**config.mk**
```make
export PLATFORM = sky130hd
export DESIGN_NAME = draw_cmd_scheduler_flat
export DESIGN_NICKNAME = d
export VERILOG_FILES = /design/src/rtl/draw_pkg.sv /design/src/rtl/draw_cmd_scheduler_if.sv /design/src/rtl/ram_wr_mux.sv /design/src/rtl/draw_cmd_scheduler.sv /design/src/flat_wrapper.sv
export SDC_FILE = /design/constraint.sdc
export NUM_CORES = 1
export LEC_CHECK = 0
export ABC_AREA = 0
export CAP_MARGIN = 10
export CORE_MARGIN = 4
export CORE_UTILIZATION = 39
export CTS_BUF_LIST = sky130_fd_sc_hd__clkbuf_4 sky130_fd_sc_hd__clkbuf_8
export DETAILED_ROUTE_END_ITERATION = 12
export PLACE_DENSITY = 0.83
export SYNTH_ARGS = -nofsm -noshare
export SYNTH_HDL_FRONTEND = slang
export SYNTH_SLANG_ARGS = --single-unit
```
**constraint.sdc**
```tcl
create_clock -name clk -period 2.1 [get_ports clk]
set_clock_uncertainty 0.05 [all_clocks]
set_input_delay 0.42 -clock clk [delete_from_list [all_inputs] [get_ports clk]]
set_output_delay 0.42 -clock clk [all_outputs]
set_load 0.005 [all_outputs]
```
**src/rtl/draw_pkg.sv**
```systemverilog
// Shared opcodes and FSM state encoding for the draw command scheduler.
package draw_pkg;
  localparam logic [3:0] OP_PIXEL = 4'h0;
  localparam logic [3:0] OP_RECT  = 4'h1;

  typedef enum logic [2:0] {
    ST_IDLE,
    ST_FETCH,
    ST_WAIT_DATA,
    ST_DISPATCH,
    ST_RUN,
    ST_DROP
  } state_t;

  function automatic logic op_legal(input logic [3:0] op);
    return (op == OP_PIXEL) || (op == OP_RECT);
  endfunction
endpackage

```
**src/rtl/draw_cmd_scheduler_if.sv**
```systemverilog
// Command FIFO read port: the scheduler pops, the FIFO answers one cycle later.
interface draw_cmd_scheduler_if #(parameter int CMD_WIDTH = 32);
  logic                 ff_empty;
  logic                 ff_rden;
  logic [CMD_WIDTH-1:0] ff_rdat;
  logic                 ff_rvld;

  modport master (output ff_rden, input ff_empty, ff_rdat, ff_rvld);
  modport slave  (input ff_rden, output ff_empty, ff_rdat, ff_rvld);
endinterface

```
**src/rtl/ram_wr_mux.sv**
```systemverilog
// Two-input VGA RAM write mux; all-zero output unless enabled.
module ram_wr_mux #(
  parameter int ADDR_WIDTH  = 19,
  parameter int COLOR_WIDTH = 8
) (
  input  logic                   en,
  input  logic                   sel,
  input  logic [ADDR_WIDTH-1:0]  a_addr,
  input  logic [COLOR_WIDTH-1:0] a_data,
  input  logic                   a_wren,
  input  logic [ADDR_WIDTH-1:0]  b_addr,
  input  logic [COLOR_WIDTH-1:0] b_data,
  input  logic                   b_wren,
  output logic [ADDR_WIDTH-1:0]  addr,
  output logic [COLOR_WIDTH-1:0] data,
  output logic                   wren
);
  always_comb begin
    addr = '0;
    data = '0;
    wren = 1'b0;
    if (en) begin
      if (sel) begin
        addr = b_addr;
        data = b_data;
        wren = b_wren;
      end else begin
        addr = a_addr;
        data = a_data;
        wren = a_wren;
      end
    end
  end
endmodule

```
**src/rtl/draw_cmd_scheduler.sv**
```systemverilog
// Pops draw commands one at a time, starts the matching engine, waits for
// done or timeout, and routes that engine's RAM writes to the VGA port.
module draw_cmd_scheduler
  import draw_pkg::*;
#(
  parameter int          ADDR_WIDTH  = 19,
  parameter int          COLOR_WIDTH = 8,
  parameter int          CMD_WIDTH   = 32,
  parameter logic [23:0] TIMEOUT_MAX = 24'd16777215
) (
  input  logic                   clk,
  input  logic                   rst,
  draw_cmd_scheduler_if.master   ff,
  output logic [CMD_WIDTH-5:0]   cmd_args,
  output logic                   pixel_vld,
  output logic                   rect_vld,
  input  logic                   pixel_done,
  input  logic                   rect_done,
  input  logic [ADDR_WIDTH-1:0]  pixel_addr,
  input  logic [COLOR_WIDTH-1:0] pixel_data,
  input  logic                   pixel_wren,
  input  logic [ADDR_WIDTH-1:0]  rect_addr,
  input  logic [COLOR_WIDTH-1:0] rect_data,
  input  logic                   rect_wren,
  output logic [ADDR_WIDTH-1:0]  oaddr,
  output logic [COLOR_WIDTH-1:0] odata,
  output logic                   owren,
  output logic                   busy,
  output logic [7:0]             err_cnt,
  output logic                   timeout_flag
);
  state_t      state;
  logic        armed;
  logic        sel_rect;
  logic [23:0] tcnt;
  logic [3:0]  op;
  logic        sel_done;

  assign op       = ff.ff_rdat[CMD_WIDTH-1 -: 4];
  assign sel_done = sel_rect ? rect_done : pixel_done;

  // armed holds off the first fetch until the second edge after reset release
  always_ff @(posedge clk or posedge rst) begin
    if (rst) begin
      state        <= ST_IDLE;
      armed        <= 1'b0;
      sel_rect     <= 1'b0;
      tcnt         <= '0;
      ff.ff_rden   <= 1'b0;
      cmd_args     <= '0;
      pixel_vld    <= 1'b0;
      rect_vld     <= 1'b0;
      busy         <= 1'b0;
      err_cnt      <= '0;
      timeout_flag <= 1'b0;
    end else begin
      armed <= 1'b1;
      case (state)
        ST_IDLE: begin
          if (armed && !ff.ff_empty) begin
            state      <= ST_FETCH;
            ff.ff_rden <= 1'b1;
            busy       <= 1'b1;
          end
        end
        ST_FETCH: begin
          ff.ff_rden <= 1'b0;
          state      <= ST_WAIT_DATA;
        end
        ST_WAIT_DATA: begin
          if (ff.ff_rvld) begin
            cmd_args <= ff.ff_rdat[CMD_WIDTH-5:0];
            sel_rect <= (op == OP_RECT);
            if (op_legal(op)) begin
              state     <= ST_DISPATCH;
              pixel_vld <= (op == OP_PIXEL);
              rect_vld  <= (op == OP_RECT);
            end else begin
              state <= ST_DROP;
            end
          end
        end
        ST_DISPATCH: begin
          pixel_vld <= 1'b0;
          rect_vld  <= 1'b0;
          tcnt      <= '0;
          state     <= ST_RUN;
        end
        ST_RUN: begin
          // done wins over a timeout expiring in the same cycle
          if (sel_done) begin
            state <= ST_IDLE;
            busy  <= 1'b0;
          end else if (tcnt == TIMEOUT_MAX - 24'd1) begin
            timeout_flag <= 1'b1;
            state        <= ST_IDLE;
            busy         <= 1'b0;
          end else begin
            tcnt <= tcnt + 24'd1;
          end
        end
        ST_DROP: begin
          if (err_cnt != 8'hFF) err_cnt <= err_cnt + 8'd1;
          state <= ST_IDLE;
          busy  <= 1'b0;
        end
        default: begin
          state <= ST_IDLE;
          busy  <= 1'b0;
        end
      endcase
    end
  end

  ram_wr_mux #(
    .ADDR_WIDTH (ADDR_WIDTH),
    .COLOR_WIDTH(COLOR_WIDTH)
  ) u_wr_mux (
    .en    ((state == ST_DISPATCH) || (state == ST_RUN)),
    .sel   (sel_rect),
    .a_addr(pixel_addr),
    .a_data(pixel_data),
    .a_wren(pixel_wren),
    .b_addr(rect_addr),
    .b_data(rect_data),
    .b_wren(rect_wren),
    .addr  (oaddr),
    .data  (odata),
    .wren  (owren)
  );
endmodule

```
**src/flat_wrapper.sv**
```systemverilog
// flat-port wrapper written by rule: the top's interface ports become plain ports
module draw_cmd_scheduler_flat import draw_pkg::*;
#(
  parameter int          ADDR_WIDTH  = 19,
  parameter int          COLOR_WIDTH = 8,
  parameter int          CMD_WIDTH   = 32,
  parameter logic [23:0] TIMEOUT_MAX = 24'd16777215
)
  (clk, rst, cmd_args, pixel_vld, rect_vld, pixel_done, rect_done, pixel_addr, pixel_data, pixel_wren, rect_addr, rect_data, rect_wren, oaddr, odata, owren, busy, err_cnt, timeout_flag, ff_ff_rden, ff_ff_empty, ff_ff_rdat, ff_ff_rvld);
  draw_cmd_scheduler_if #(.CMD_WIDTH(CMD_WIDTH)) ff_i ();
  input  logic clk;
  input  logic rst;
  output logic [CMD_WIDTH-5:0] cmd_args;
  output logic pixel_vld;
  output logic rect_vld;
  input  logic pixel_done;
  input  logic rect_done;
  input  logic [ADDR_WIDTH-1:0] pixel_addr;
  input  logic [COLOR_WIDTH-1:0] pixel_data;
  input  logic pixel_wren;
  input  logic [ADDR_WIDTH-1:0] rect_addr;
  input  logic [COLOR_WIDTH-1:0] rect_data;
  input  logic rect_wren;
  output logic [ADDR_WIDTH-1:0] oaddr;
  output logic [COLOR_WIDTH-1:0] odata;
  output logic owren;
  output logic busy;
  output logic [7:0] err_cnt;
  output logic timeout_flag;
  output wire logic [$bits(ff_i.ff_rden)-1:0] ff_ff_rden;
  input wire logic [$bits(ff_i.ff_empty)-1:0] ff_ff_empty;
  input wire logic [$bits(ff_i.ff_rdat)-1:0] ff_ff_rdat;
  input wire logic [$bits(ff_i.ff_rvld)-1:0] ff_ff_rvld;
  assign ff_ff_rden = ff_i.ff_rden;
  assign ff_i.ff_empty = ff_ff_empty;
  assign ff_i.ff_rdat = ff_ff_rdat;
  assign ff_i.ff_rvld = ff_ff_rvld;
  draw_cmd_scheduler #(.ADDR_WIDTH(ADDR_WIDTH), .COLOR_WIDTH(COLOR_WIDTH), .CMD_WIDTH(CMD_WIDTH), .TIMEOUT_MAX(TIMEOUT_MAX)) u_core (.clk(clk), .rst(rst), .ff(ff_i), .cmd_args(cmd_args), .pixel_vld(pixel_vld), .rect_vld(rect_vld), .pixel_done(pixel_done), .rect_done(rect_done), .pixel_addr(pixel_addr), .pixel_data(pixel_data), .pixel_wren(pixel_wren), .rect_addr(rect_addr), .rect_data(rect_data), .rect_wren(rect_wren), .oaddr(oaddr), .odata(odata), .owren(owren), .busy(busy), .err_cnt(err_cnt), .timeout_flag(timeout_flag));
endmodule
```
== Yosys cells after proc, flatten, opt, wreduce, memory -nomap -nowiden ==
Cells that the tools add are included.
W data, S select, Z words.

* Bits in read-only memories: 0
* Memories kept: 0
* Input port bits: 94
* Bits in latches: 0
* Register bits after elaboration: 70
* RAM bits: 0
* Logic and storage cells: 74

* Order comparisons: 0
* Eq/ne operators: 14
* $add $sub $neg: 2
* Bitwise operators: 2
* Shifts and indexed selects: 0
* Muxes and demuxes: 27
* Reductions and logical operators: 18
* Multipliers: 0
* Divide/modulo/power cells: 0

{| class="wikitable"
|+ Operators with widths
! operator !! count
|-
| $mux W24 || 2
|-
| $pmux W24 S2 || 1
|-
| $mux W19 || 2
|-
| $add A24 B1 Y24 const B || 1
|-
| $eq A24 B24 Y1 const B || 1
|-
| $mux W8 || 2
|-
| $mux W3 || 5
|-
| $pmux W3 S5 || 1
|-
| $reduce_and A3 Y1 || 5
|-
| $mux W1 || 10
|-
| $add A8 B1 Y8 const B || 1
|-
| $ne A8 B8 Y1 const B || 1
|-
| $eq A3 B2 Y1 const B || 2
|-
| $eq A3 B3 Y1 const B || 2
|-
| $ne A2 B2 Y1 const B || 3
|-
| $pmux W1 S2 || 3
|-
| $reduce_and A2 Y1 || 3
|-
| $reduce_bool A2 Y1 || 3
|-
| $eq A4 B1 Y1 const B || 1
|-
| $logic_not A4 Y1 || 1
|-
| $ne A2 B1 Y1 const B || 2
|-
| $eq A3 B1 Y1 const B || 1
|-
| $logic_not A3 Y1 || 1
|-
| $ne A3 B1 Y1 const B || 1
|-
| 6 further kinds || 8
|}

== Longest topological paths before layout ==
Gate-level depths: netlist of the first run.

* Depth in word-level cells: 5
* Gate-level depth with buffers: 9

== Cells and area by module ==
A second synthesis of the first run with hierarchy kept.

* Cell total of the unflattened synthesis: 352
* Area, all modules: 3777.4 sq um

{| class="wikitable"
|+ Modules (own cells, without submodules)
! module !! cells each !! times used !! area an instance (sq um)
|-
| draw_cmd_scheduler || 291 || 1 || 3263.1
|-
| ram_wr_mux || 61 || 1 || 514.2
|}

== Worst setup path after synthesis of the first run ==
No wires, ideal clock.

* Path kind: register to output
* Start: reg u_core.state[1]
* End: out oaddr[0]
* Path buffers: 3
* Cell stages (with the launch flop): 8
* Data required time: 1.630 ns
* Arrival: 1.571 ns
* Path slack: 0.059 ns
* Path through: dfrtp_1 buf_4 nand2b_1 nor2_1 buf_2 nor2_1 clkbuf_1 nor2_1

* Cells in the longest elaborated chain, start to end: 3
* Elaborated cells on any way between the ends: 4
* Those cells by class: 2 x eq/ne; 1 x mux; 1 x reduce/logical

{| class="wikitable"
|+ Ends and longest elaborated chain
! what !! line !! RTL
|-
| start: declaration || draw_cmd_scheduler.sv:32 || <nowiki>state_t state;</nowiki>
|-
| start signal: assignment || draw_cmd_scheduler.sv:45 || <nowiki>state <= ST_IDLE;</nowiki>
|-
| start signal: assignment || draw_cmd_scheduler.sv:61 || <nowiki>state <= ST_FETCH;</nowiki>
|-
| start signal: assignment || draw_cmd_scheduler.sv:68 || <nowiki>state <= ST_WAIT_DATA;</nowiki>
|-
| $eq A3 B2 Y1 or $eq A3 B3 Y1 (tied branches) || draw_cmd_scheduler.sv:119 || <nowiki>.en ((state == ST_DISPATCH) || (state == ST_RUN)),</nowiki>
|-
| $logic_or A1 B1 Y1 * || draw_cmd_scheduler.sv:119 ||
|-
| $mux W19 * || ram_wr_mux.sv:22 || <nowiki>if (en) begin</nowiki>
|-
| end: declaration || flat_wrapper.sv:24 || <nowiki>output logic [ADDR_WIDTH-1:0] oaddr;</nowiki>
|}

Mark *: on every way between the ends. The rest lies on a longest branch, timed or not.

== Worst setup path in the final report of the first run ==
* Start: reg u_core.state[1]
* End: out odata[6]

* Cells in the longest elaborated chain, start to end: 3
* Elaborated cells on any way between the ends: 4
* Those cells by class: 2 x eq/ne; 1 x mux; 1 x reduce/logical

{| class="wikitable"
|+ Ends and longest elaborated chain
! what !! line !! RTL
|-
| $eq A3 B2 Y1 or $eq A3 B3 Y1 (tied branches) || draw_cmd_scheduler.sv:119 ||
|-
| $logic_or A1 B1 Y1 * || draw_cmd_scheduler.sv:119 ||
|-
| $mux W8 * || ram_wr_mux.sv:22 ||
|-
| end: declaration || flat_wrapper.sv:25 || <nowiki>output logic [COLOR_WIDTH-1:0] odata;</nowiki>
|}

Marked as above.

==> results of run 1 <==
state kept, by name, summed over array words and instances (netlist names):
register / cells
u_core.cmd_args: 28
u_core.tcnt: 24
u_core.err_cnt: 8
u_core.state: 3
u_core.armed: 1
u_core.busy: 1
u_core.ff.ff_rden: 1
u_core.pixel_vld: 1
u_core.rect_vld: 1
u_core.sel_rect: 1
u_core.timeout_flag: 1
routing by layer:
| metal | part of all wire, % | GRT usage (%) | vias up |
|---|---|---|---|
| met5 | 0 | 0 | - |
| met4 | 1.4 | 5.51 | 0 |
| met3 | 7.7 | 5.71 | 14 |
| met2 | 55 | 34.8 | 127 |
| met1 | 36 | 19.1 | 1583 |
| li1 | - | - | 1574 |
cell type report:
type                    count  area, um2
well taps                 108        135
repair buffers            187       1720
clock inverters             7       72.6
fillers                   709       3190
multi-input cells         242       1820
flip-flops and latches     70       1750
inverters                   7       30.0
clock buffers               9        124
kinds of logic after synthesis:
kind of cell / after synthesis / synth area share, %
and+or+nand+nor: 121 / 17.1
DFF: 70 / 48.5
muxes: 64 / 18.8
AOI/OAI and AO/OA: 36 / 6.99
buffers and inverters: 26 / 3.57
xor gates and xnor gates: 16 / 3.88
adders and majority gates: 3 / 1.04
other: 1 / 0.104
worst paths after layout:
path,slack [ns],to,depth (start not counted),from
setup reg to reg,0.10,u_core.tcnt[4],7,u_core.state[1]
hold / removal,0.43,u_core.timeout_flag,1,u_core.timeout_flag
setup / recovery,0.09,odata[6],5,u_core.state[1]
min in group asynchronous,0.48,u_core.tcnt[7],3,rst
max in group asynchronous,1.22,u_core.sel_rect,3,rst
hold reg to reg,0.43,u_core.timeout_flag,1,u_core.timeout_flag
metrics by stage:
| stage | worst slack [ns] | total power [uW] | hold WS [ns] | setup TNS [ns] |
|---|---|---|---|---|
| 6_report | 0.0880 | 5620 | 0.427 | 0 |
| 3_5_place_dp | -0.165 | 4620 | 0.417 | -1.69 |
| 3_3_place_gp | -0.149 | 4520 | 0.412 | -1.12 |
| 2_1_floorplan | 0.0594 | 3040 | 0.391 | 0 |
| 5_1_grt | 0.0100 | 5990 | 0.465 | 0 |
| 4_1_cts | 0.00105 | 5700 | 0.434 | 0 |
cells in the mapped netlist, types with 2 or more instances:
cell,instances,area (um2)
o211ai_1,6,45.0
a21oi_1,10,50.1
nor3_1,3,15.0
nor2_1,45,169
mux2_2,29,327
dfrtp_1,70,1750
nor4_1,5,31.3
buf_6,2,22.5
nor2b_1,2,12.5
xnor2_1,14,123
buf_2,7,35.0
inv_1,7,26.3
nand4_1,8,50.1
or4_1,9,67.6
o31ai_1,8,60.1
xor2_1,2,17.5
nand3_1,12,60.1
mux2i_1,34,340
o21ai_0,3,15.0
and4_1,3,26.3
buf_4,2,15.0
and2_1,2,12.5
and3_1,6,37.5
nand2_1,19,71.3
clkbuf_1,6,22.5
ha_1,3,37.5
a2111oi_0,3,26.3
buf_1,2,7.51
worst max-delay path, stage by stage (launching register included):
cell and delay, ns:
dfrtp_2 0.45, nor3b_4 0.27, nor2_4 0.06, buf_12 0.16, nor2_4 0.13, clkbuf_2 0.12
power groups by stage:
stage	logic, uW	registers [uW]	clock network [uW]
floorplan	1030	2010	0
global placement	2520	2000	0
CTS	2570	2020	1120
detailed placement	2580	2040	0
global route	2730	2070	1190
finish	2530	2010	1090
repair_timing:
item | 4_1_cts | 5_1_grt
endpoints found under the setup margin | 35 | 41
cloned | 0 | 1
setup buffers | 3 | 1
gates resized for setup | 46 | 61
pin swaps | 1 | 3
==> flow_metrics.py, run 1 <==
metrics = {
    "clocking": {
        "cts_made_buffers": 9,
        "clkSinkCount": 70,
        "hold_buffers": 0,
        "cts_tree": "done",
        "clkTransAtPathRegs_ns": 0.08,
        "clkLatencyLatePin_ns": 0.35,
        "clock-root-buffer": "clkbuf_8",
        "htreeDepth": 3,
        "cts_buffer_depth": 2,
    },
    "final_layout": {
        "antennaDiodeCount": 0,
        "final_nets": 614,
        "layout-drive-gt1-share_pct": 22.4,
        "final_common_cell": "clkdlybuf4s50_1",
        "final_area_mm2": 0.00566,
        "fin_cells": 630,
        "syn2layout_area_growth_pct": 56.5,
        "fin_util_pct": 63.9,
        "layout_common_cells": "134 x clkdlybuf4s50_1, 68 x dfrtp_1, 41 x nor2_1, 34 x mux2i_1, 29 x mux2_2",
    },
    "power": {
        "power_switching_share_pct": 31.5,
        "intPower_uw": 3850,
        "netSwitchingPower_uw": 1770,
        "p_leak_uw": 0.00237,
        "p_clk_share_pct": 19.4,
        "power_density_mw_per_mm2": 994,
        "seqPwrFrac_pct": 35.7,
        "comb_power_share_pct": 44.9,
        "irDropWorstVdd_v": 0.000418,
    },
    "sta": {
        "max_slew_margin_pct": 59.7,
        "hold_viol": 0,
        "min_period_ns": 2.01,
        "setup_violations": 0,
        "max_freq_mhz": 497,
        "tightest_slew_ns": 0.589,
        "slew_viol_final": 0,
        "timing.final.crit_share_pct": 95.8,
        "grt_setup_unrepaired": "no",
    },
    "drt": {
        "viasPerCell": 5.23,
        "routed_wl_um": 10100,
        "post_drt_wl_per_cell_um": 16.0,
        "drtPass1Iterations": 4,
        "num_vias": 3298,
        "ant_nets": 0,
        "first_iter_violations": 185,
        "drc": 0,
    },
    "logic_synthesis": {
        "syn_nets": 434,
        "ys_types": 43,
        "yosysWarnings": 0,
        "synth_edf_count": 0,
        "ys_seq_area_share_pct": 48.5,
        "synthCells": 337,
        "syn_area_per_cell_um2": 10.7,
        "ys.flop_type": "dfrtp_1",
        "synth_async_sr_flop_share_pct": 100,
        "synth_area_mm2": 0.00361,
        "synth-seq-cells": 70,
    },
    "setup_path": {
        "critPathLaunchType": "flop",
        "critical_path.max_fanout": 22,
        "path_class": "reg2out",
        "critPathCaptureType": "primary output",
        "arrival_ns": 1.54,
        "required_ns": 1.63,
    },
    "floorplanning": {
        "die_h_um": 104,
        "fp.dieW_um": 104,
        "core_area_mm2": 0.00885,
        "initial_utilization_pct": 40.9,
        "io_pins": 163,
        "row_count": 34,
        "dieArea_mm2": 0.0109,
    },
    "flow_run": {
        "maxCapViolCount": 0,
    },
    "global_routing": {
        "grt_pass1_wl_um": 16300,
        "grtUsageTotal_pct": 18.3,
        "antenna_found_initial": 0,
        "grt_max_degree": 71,
        "grt_pass1_vias": 3437,
        "gr-total-overflow": 0,
    },
    "placed_design": {
        "placed_cell_area_mm2": 0.00549,
        "hpwl_um": 7720,
        "gp_congestion": 0.818,
        "port_buffers": 162,
        "dp_cells": 610,
    },
    "run_status": {
        "status": "completed",
    },
    "hold_path": {
        "holdCritPathClass": "reg2reg",
    },
}
(Power assumes the default switching activity.)
==> inputs of run 2 (changes only) <==
--- a/config.mk
+++ b/config.mk
@@ -8,10 +8,11 @@
 export ABC_AREA = 0
 export CAP_MARGIN = 10
 export CORE_MARGIN = 4
-export CORE_UTILIZATION = 39
+export CORE_UTILIZATION = 40
 export CTS_BUF_LIST = sky130_fd_sc_hd__clkbuf_4 sky130_fd_sc_hd__clkbuf_8
 export DETAILED_ROUTE_END_ITERATION = 12
 export PLACE_DENSITY = 0.83
 export SYNTH_ARGS = -nofsm -noshare
 export SYNTH_HDL_FRONTEND = slang
+export SYNTH_HIERARCHICAL = 1
 export SYNTH_SLANG_ARGS = --single-unit
==> run 2 against run 1 <==
Effect of this change:
- non-clock buffer count up 15
- critical endpoint is now odata[1]
- first-iteration DRC count is 4.3% higher
- critical path depth did not move
- count of clock-buffer cells in the layout grew 2
- sequential cell count is the same
- die area increased by 1.7%
- the flow now finishes with violations (negative setup slack)
- critical path type unchanged
- cell count grew 5.7%
==> flow_metrics.py, run 2 <==
metrics = {
    "final_layout": {
        "fin_cells": 666,
        "fillerInstances": 737,
        "final_common_cell": "clkdlybuf4s50_1",
        "top_regs": "u_core/cmd_args (28), u_core/tcnt (24), u_core/err_cnt (8)",
        "layout_common_cells": "134 x clkdlybuf4s50_1, 70 x dfrtp_1, 37 x mux2i_1, 33 x buf_4, 29 x mux2_2",
        "layout-drive-gt1-share_pct": 26.8,
        "final_nets": 647,
        "regMostFlops": "u_core/cmd_args",
        "syn2layout_area_growth_pct": 58.9,
        "largest_reg_flops": 28,
        "fin_util_pct": 65.3,
        "antennaDiodeCount": 0,
    },
    "logic_synthesis": {
        "synth_area_mm2": 0.00378,
        "syn_nets": 449,
        "ys_seq_area_share_pct": 46.4,
        "yosysWarnings": 6,
        "synth-seq-cells": 70,
        "synthTopCellsByArea": "dfrtp_1 46%, mux2i_1 9.8%, mux2_2 8.6%, nor2b_1 4.8%, nand2_1 2.2%",
        "syn_area_per_cell_um2": 10.7,
        "synth_top_area_share_pct": 46.4,
        "ys_types": 49,
        "yosysMostFrequentCell": "dfrtp_1",
        "synth_async_sr_flop_share_pct": 100,
        "synth_edf_count": 0,
        "synthCells": 352,
        "synth_commonest_cells": "70 x dfrtp_1, 37 x mux2i_1, 29 x mux2_2, 29 x nor2b_1, 22 x nand2_1",
        "ys.flop_type": "dfrtp_1",
        "yosysTopAreaCell": "dfrtp_1",
    },
    "run_status": {
        "status": "finished, violations left",
        "violations": "negative setup slack",
    },
    "setup_path": {
        "critical_path.max_fanout": 14,
        "critPathLaunchType": "flop",
        "path_class": "reg2out",
        "critPathCaptureType": "primary output",
        "r2r_setup_slack_ns": 0,
        "crit_family": "simple AND/OR/NAND/NOR gates",
        "crit_slowest_cell": "or3b_4",
        "cp_cell_sequence": "or3b_4, nand2_8, buf_16, nor2b_1, buf_2",
        "arrival_ns": 1.69,
        "critPathBufInv": 2,
        "required_ns": 1.63,
        "slowest_delay_ns": 0.44,
    },
    "power": {
        "power_switching_share_pct": 33.1,
        "p_leak_uw": 0.00257,
        "netSwitchingPower_uw": 2090,
        "seqPwrFrac_pct": 34.2,
        "intPower_uw": 4230,
        "p_clk_share_pct": 15.7,
        "p_total_uw": 6320,
        "irDropWorstVdd_v": 0.000706,
        "comb_power_share_pct": 50.1,
        "power_density_mw_per_mm2": 1050,
    },
    "hold_path": {
        "holdCritPathClass": "reg2reg",
    },
    "sta": {
        "hold_ws_ns": 0.407,
        "setup_ws_ns": -0.0575,
        "slew_viol_final": 0,
        "hold_viol": 0,
        "min_period_ns": 2.16,
        "timing.final.crit_share_pct": 103,
        "grt_setup_unrepaired": "yes",
        "max_freq_mhz": 464,
        "setup_violations": 28,
    },
    "flow_run": {
        "maxCapViolCount": 0,
    },
    "clocking": {
        "htreeDepth": 3,
        "clock-root-buffer": "clkbuf_8",
        "clkLatencyLatePin_ns": 0.33,
        "cts_buffer_depth": 2,
        "clkSinkCount": 70,
        "clkTransAtPathRegs_ns": 0.08,
        "cts_made_buffers": 9,
        "cts_tree": "done",
        "hold_buffers": 0,
    },
    "floorplanning": {
        "core_area_mm2": 0.00920,
        "io_pins": 163,
        "row_count": 35,
        "dieArea_mm2": 0.0111,
        "fp.dieW_um": 105,
        "die_h_um": 105,
        "initial_utilization_pct": 41.1,
    },
    "drt": {
        "drtPass1Iterations": 4,
        "ant_nets": 0,
        "num_vias": 3507,
        "drc": 0,
        "routed_wl_um": 11300,
        "post_drt_wl_per_cell_um": 16.9,
        "first_iter_violations": 193,
        "viasPerCell": 5.27,
    },
    "placed_design": {
        "hpwl_um": 8380,
        "dp_cells": 647,
        "port_buffers": 162,
        "gp_congestion": 0.869,
    },
    "global_routing": {
        "antenna_found_initial": 0,
        "gr-total-overflow": 0,
        "grt_max_degree": 38,
        "grtUsageTotal_pct": 20.1,
        "grt_pass1_vias": 3639,
        "grt_pass1_wl_um": 18100,
    },
}
-- run 2: cell types whose count changed in the layout (fill, tap and decap cells not counted), moves of 9 or more --
cell      delta
buf_4       +13
nor2b_4     +14
xnor2_1     -12
nor2_1      -24
clkbuf_2    -24
buf_2       +21
nor3_1       +9
nor2b_1     +11
-- run 2: path summary, 6_finish.rpt --
| path | cells after the start | startpoint | endpoint |
|---|---|---|---|
| min in group asynchronous | 3 | rst | u_core/cmd_args[4] |
| setup / recovery | 5 | u_core/state[0] | odata[1] |
| hold reg to reg | 1 | u_core/timeout_flag | u_core/timeout_flag |
| hold / removal | 1 | u_core/timeout_flag | u_core/timeout_flag |
| setup reg to reg | 8 | u_core/state[2] | u_core/tcnt[9] |
| max in group asynchronous | 3 | rst | u_core/tcnt[21] |
-- run 2: kinds of logic (layout without fill, tap and decap cells) --
logic type / Yosys count / in the layout / synth area share, %
buffers and inverters: 23 / 226 / 4.07
and+or+nand+nor: 139 / 139 / 21.0
AOI/OAI and AO/OA: 43 / 43 / 7.39
xor gates and xnor gates: 7 / 7 / 1.62
other: 1 / 1 / 0.0993
DFF: 70 / 70 / 46.4
adders and majority gates: 3 / 3 / 0.994
muxes: 66 / 66 / 18.4
-- run 2: stage by stage --
stage	cell area, um2	TNS (ns)	worst slack, ns
global placement	5730	-0.543	-0.0535
finish	6000	-1.00	-0.0575
detailed placement	5730	-1.66	-0.0865
global route	6000	-3.84	-0.157
floorplan	3780	0	0.112
CTS	5830	-1.15	-0.151
-- run 2: power by group through the flow --
| stage | Clock (uW) | Combinational [uW] | Sequential (uW) |
|---|---|---|---|
| after floorplan | 0 | 1380 | 2160 |
| after global placement | 0 | 2870 | 2140 |
| after detailed placement | 0 | 2950 | 2180 |
| after CTS | 1020 | 2940 | 2160 |
| after global routing | 1090 | 3420 | 2240 |
| final | 995 | 3160 | 2160 |
-- run 2: cell type report --
cell class | instances | area, um2 | area share (%)
inverter | 8 | 33.8 | 0.563
clock inverter | 5 | 35.0 | 0.584
sequential | 70 | 1750 | 29.2
timing repair buffer | 202 | 1870 | 31.2
multi-input combinational | 259 | 2020 | 33.7
clock buffer | 11 | 145 | 2.42
tap | 111 | 139 | 2.31
-- run 2: metal layers --
| layer | vias to the layer above | share of wire [%] | track usage [%] |
|---|---|---|---|
| met5 | - | 0 | 0 |
| met1 | 1655 | 41 | 24.1 |
| met4 | 0 | 1.7 | 6.19 |
| met2 | 171 | 47 | 32.7 |
| li1 | 1668 | - | - |
| met3 | 13 | 11 | 8.34 |
-- run 2: worst reg2reg max path: cells and delay by family (launching register included) --
family	cells	cell delay, ns
AOI/OAI and AO/OA	2	0.43
buffers and inverters	4	0.56
and+or+nand+nor	2	0.55
DFF	1	0.39
-- run 2: what timing repair did --
action / CTS / global route
setup buffers: 0 / 1
hold endpoints to repair: 0 / 0
pin swaps: 1 / 2
endpoints found under the setup margin: 28 / 34
resized for setup: 112 / 34
gates cloned: 1 / 1
==> inputs of run 3 (changes only) <==
--- a/config.mk
+++ b/config.mk
@@ -16,3 +16,4 @@
 export SYNTH_HDL_FRONTEND = slang
 export SYNTH_HIERARCHICAL = 1
 export SYNTH_SLANG_ARGS = --single-unit
+export TNS_END_PERCENT = 10
==> run 3 against run 2 <==
Effect of this change:
- the flow still finishes with violations (negative setup slack)
- fmax hardly changed
- register-to-register slack improved by 0.04 ns
- sequential cell count is the same
- sequential power about the same
- count of clock-buffer cells in the layout stayed put
- core utilization decreased by 0.33 points
- sequential share of layout area rose by 0.15 points
- largest cell class unchanged
- largest power group unchanged
==> flow_metrics.py, run 3 (same netlist as run 2, synthesis figures left out) <==
metrics = {
    "clocking": {
        "htreeDepth": 3,
        "hold_buffers": 0,
        "cts_tree": "done",
        "clkLatencyLatePin_ns": 0.33,
        "clock-root-buffer": "clkbuf_8",
        "clkSinkCount": 70,
        "cts_buffer_depth": 2,
        "cts_made_buffers": 9,
        "clkTransAtPathRegs_ns": 0.08,
    },
    "drt": {
        "post_drt_wl_per_cell_um": 16.8,
        "ant_nets": 0,
        "routed_wl_um": 11200,
        "drtPass1Iterations": 4,
        "num_vias": 3511,
        "first_iter_violations": 190,
        "viasPerCell": 5.27,
        "drc": 0,
    },
    "final_layout": {
        "largest_reg_flops": 28,
        "syn2layout_area_growth_pct": 58.1,
        "fillerInstances": 741,
        "antennaDiodeCount": 0,
        "final_nets": 647,
        "layout_common_cells": "134 x clkdlybuf4s50_1, 70 x dfrtp_1, 37 x mux2i_1, 34 x buf_4, 29 x mux2_2",
        "layout-drive-gt1-share_pct": 26.7,
        "regMostFlops": "u_core/cmd_args",
        "final_common_cell": "clkdlybuf4s50_1",
        "top_regs": "u_core/cmd_args (28), u_core/tcnt (24), u_core/err_cnt (8)",
        "seqCellArea_mm2": 0.00175,
        "multi_input_area_mm2": 0.00200,
    },
    "setup_path": {
        "critical_path.max_fanout": 7,
        "crit_slowest_cell": "or3b_4",
        "path_class": "reg2out",
        "r2r-end": "u_core/tcnt[15]",
        "required_ns": 1.63,
        "r2r_setup_slack_ns": 0.04,
        "slowest_delay_ns": 0.44,
        "critPathCaptureType": "primary output",
        "r2r_cells": 7,
        "cp_cell_sequence": "or3b_4, nand2_8, clkbuf_16, nor2b_1, buf_2",
        "arrival_ns": 1.69,
        "critPathLaunchType": "flop",
        "r2r_start": "u_core/state[0]",
    },
    "global_routing": {
        "grt_pass1_vias": 3643,
        "grtUsageTotal_pct": 20.1,
        "antenna_found_initial": 0,
        "grt_pass1_wl_um": 18100,
        "grt_max_degree": 38,
        "gr-total-overflow": 0,
    },
    "floorplanning": {
        "die_h_um": 105,
        "initial_utilization_pct": 41.1,
        "io_pins": 163,
        "fp.dieW_um": 105,
        "dieArea_mm2": 0.0111,
        "row_count": 35,
        "core_area_mm2": 0.00920,
    },
    "hold_path": {
        "min_to": "u_core/timeout_flag",
        "hold_depth": 1,
        "hold_start": "u_core/timeout_flag",
        "holdCritPathClass": "reg2reg",
    },
    "sta": {
        "max_freq_mhz": 464,
        "hold_viol": 0,
        "slew_viol_final": 0,
        "setup_violations": 28,
        "setup_ws_ns": -0.0568,
        "min_period_ns": 2.16,
        "grt_setup_unrepaired": "yes",
        "timing.final.crit_share_pct": 103,
        "hold_ws_ns": 0.406,
        "setup-tns-final_ns": -1.02,
    },
    "power": {
        "power_density_mw_per_mm2": 1050,
        "irDropWorstVdd_v": 0.000706,
        "p_leak_uw": 0.00256,
    },
    "placed_design": {
        "hpwl_um": 8380,
        "gp_congestion": 0.869,
        "port_buffers": 162,
    },
    "run_status": {
        "status": "finished, violations left",
        "violations": "negative setup slack",
    },
    "flow_run": {
        "maxCapViolCount": 0,
    },
}
==> run 3: cell counts in the layout (fill, tap and decap cells not counted) <==
Identical to the previous run, type by type.
==> run 3: repair_timing <==
action	CTS	global route
pin swaps	1	5
endpoints found under the setup margin	28	34
setup buffers	0	1
cloned	1	1
resized for setup	112	29
==> run 3: power by group <==
group / total [uW] / switching, uW / leakage (uW) / internal (uW)
clock network: 992 / 518 / 0.0000927 / 475
registers: 2160 / 338 / 0.000894 / 1820
logic: 3130 / 1220 / 0.00158 / 1910
==> run 3: worst max-delay path by stage <==
stage,from,end,slack (ns),cells past startpoint
3_3_place_gp,rect_done,u_core/tcnt[10],-0.05,8
4_1_cts,u_core/state[0],oaddr[2],-0.15,5
5_1_grt,u_core/state[2],odata[1],-0.16,6
6_report,u_core/state[0],odata[6],-0.06,5
3_5_place_dp,pixel_done,u_core/tcnt[23],-0.09,7
2_1_floorplan,u_core/state[0],u_core/tcnt[10],0.11,7
==> run 3: routing by layer <==
layer | vias to the layer above | share of wire, % | global-route usage (%)
li1 | 1669 | - | -
met1 | 1647 | 41 | 24.1
met2 | 179 | 46 | 32.7
met3 | 16 | 10 | 8.34
met4 | 0 | 2.1 | 6.19
met5 | - | 0 | 0
==> run 3: final cells by class <==
class,instances,share of cell area [%]
tap,111,2.33
multi-input combinational,259,33.6
clock inverter,5,0.587
inverter,8,0.566
clock buffer,11,2.43
sequential,70,29.3
timing repair buffer,202,31.2
==> run 3: through the flow <==
stage,setup WS [ns],util [%],total power (uW),std cells,area (um2)
global placement,-0.0535,62.3,5010,647,5730
floorplan,0.112,-,3540,352,3780
global route,-0.156,65.0,6720,666,5970
finish,-0.0568,65.0,6280,666,5970
CTS,-0.151,63.4,6120,664,5830
detailed placement,-0.0865,62.3,5130,647,5730
==> run 3: worst max-delay path: cells and delay by family, from the launching register on <==
kind / cells / cell delay [ns]
buffers and inverters: 2 / 0.28
flip-flops: 1 / 0.39
AND/OR/NAND/NOR: 3 / 0.69
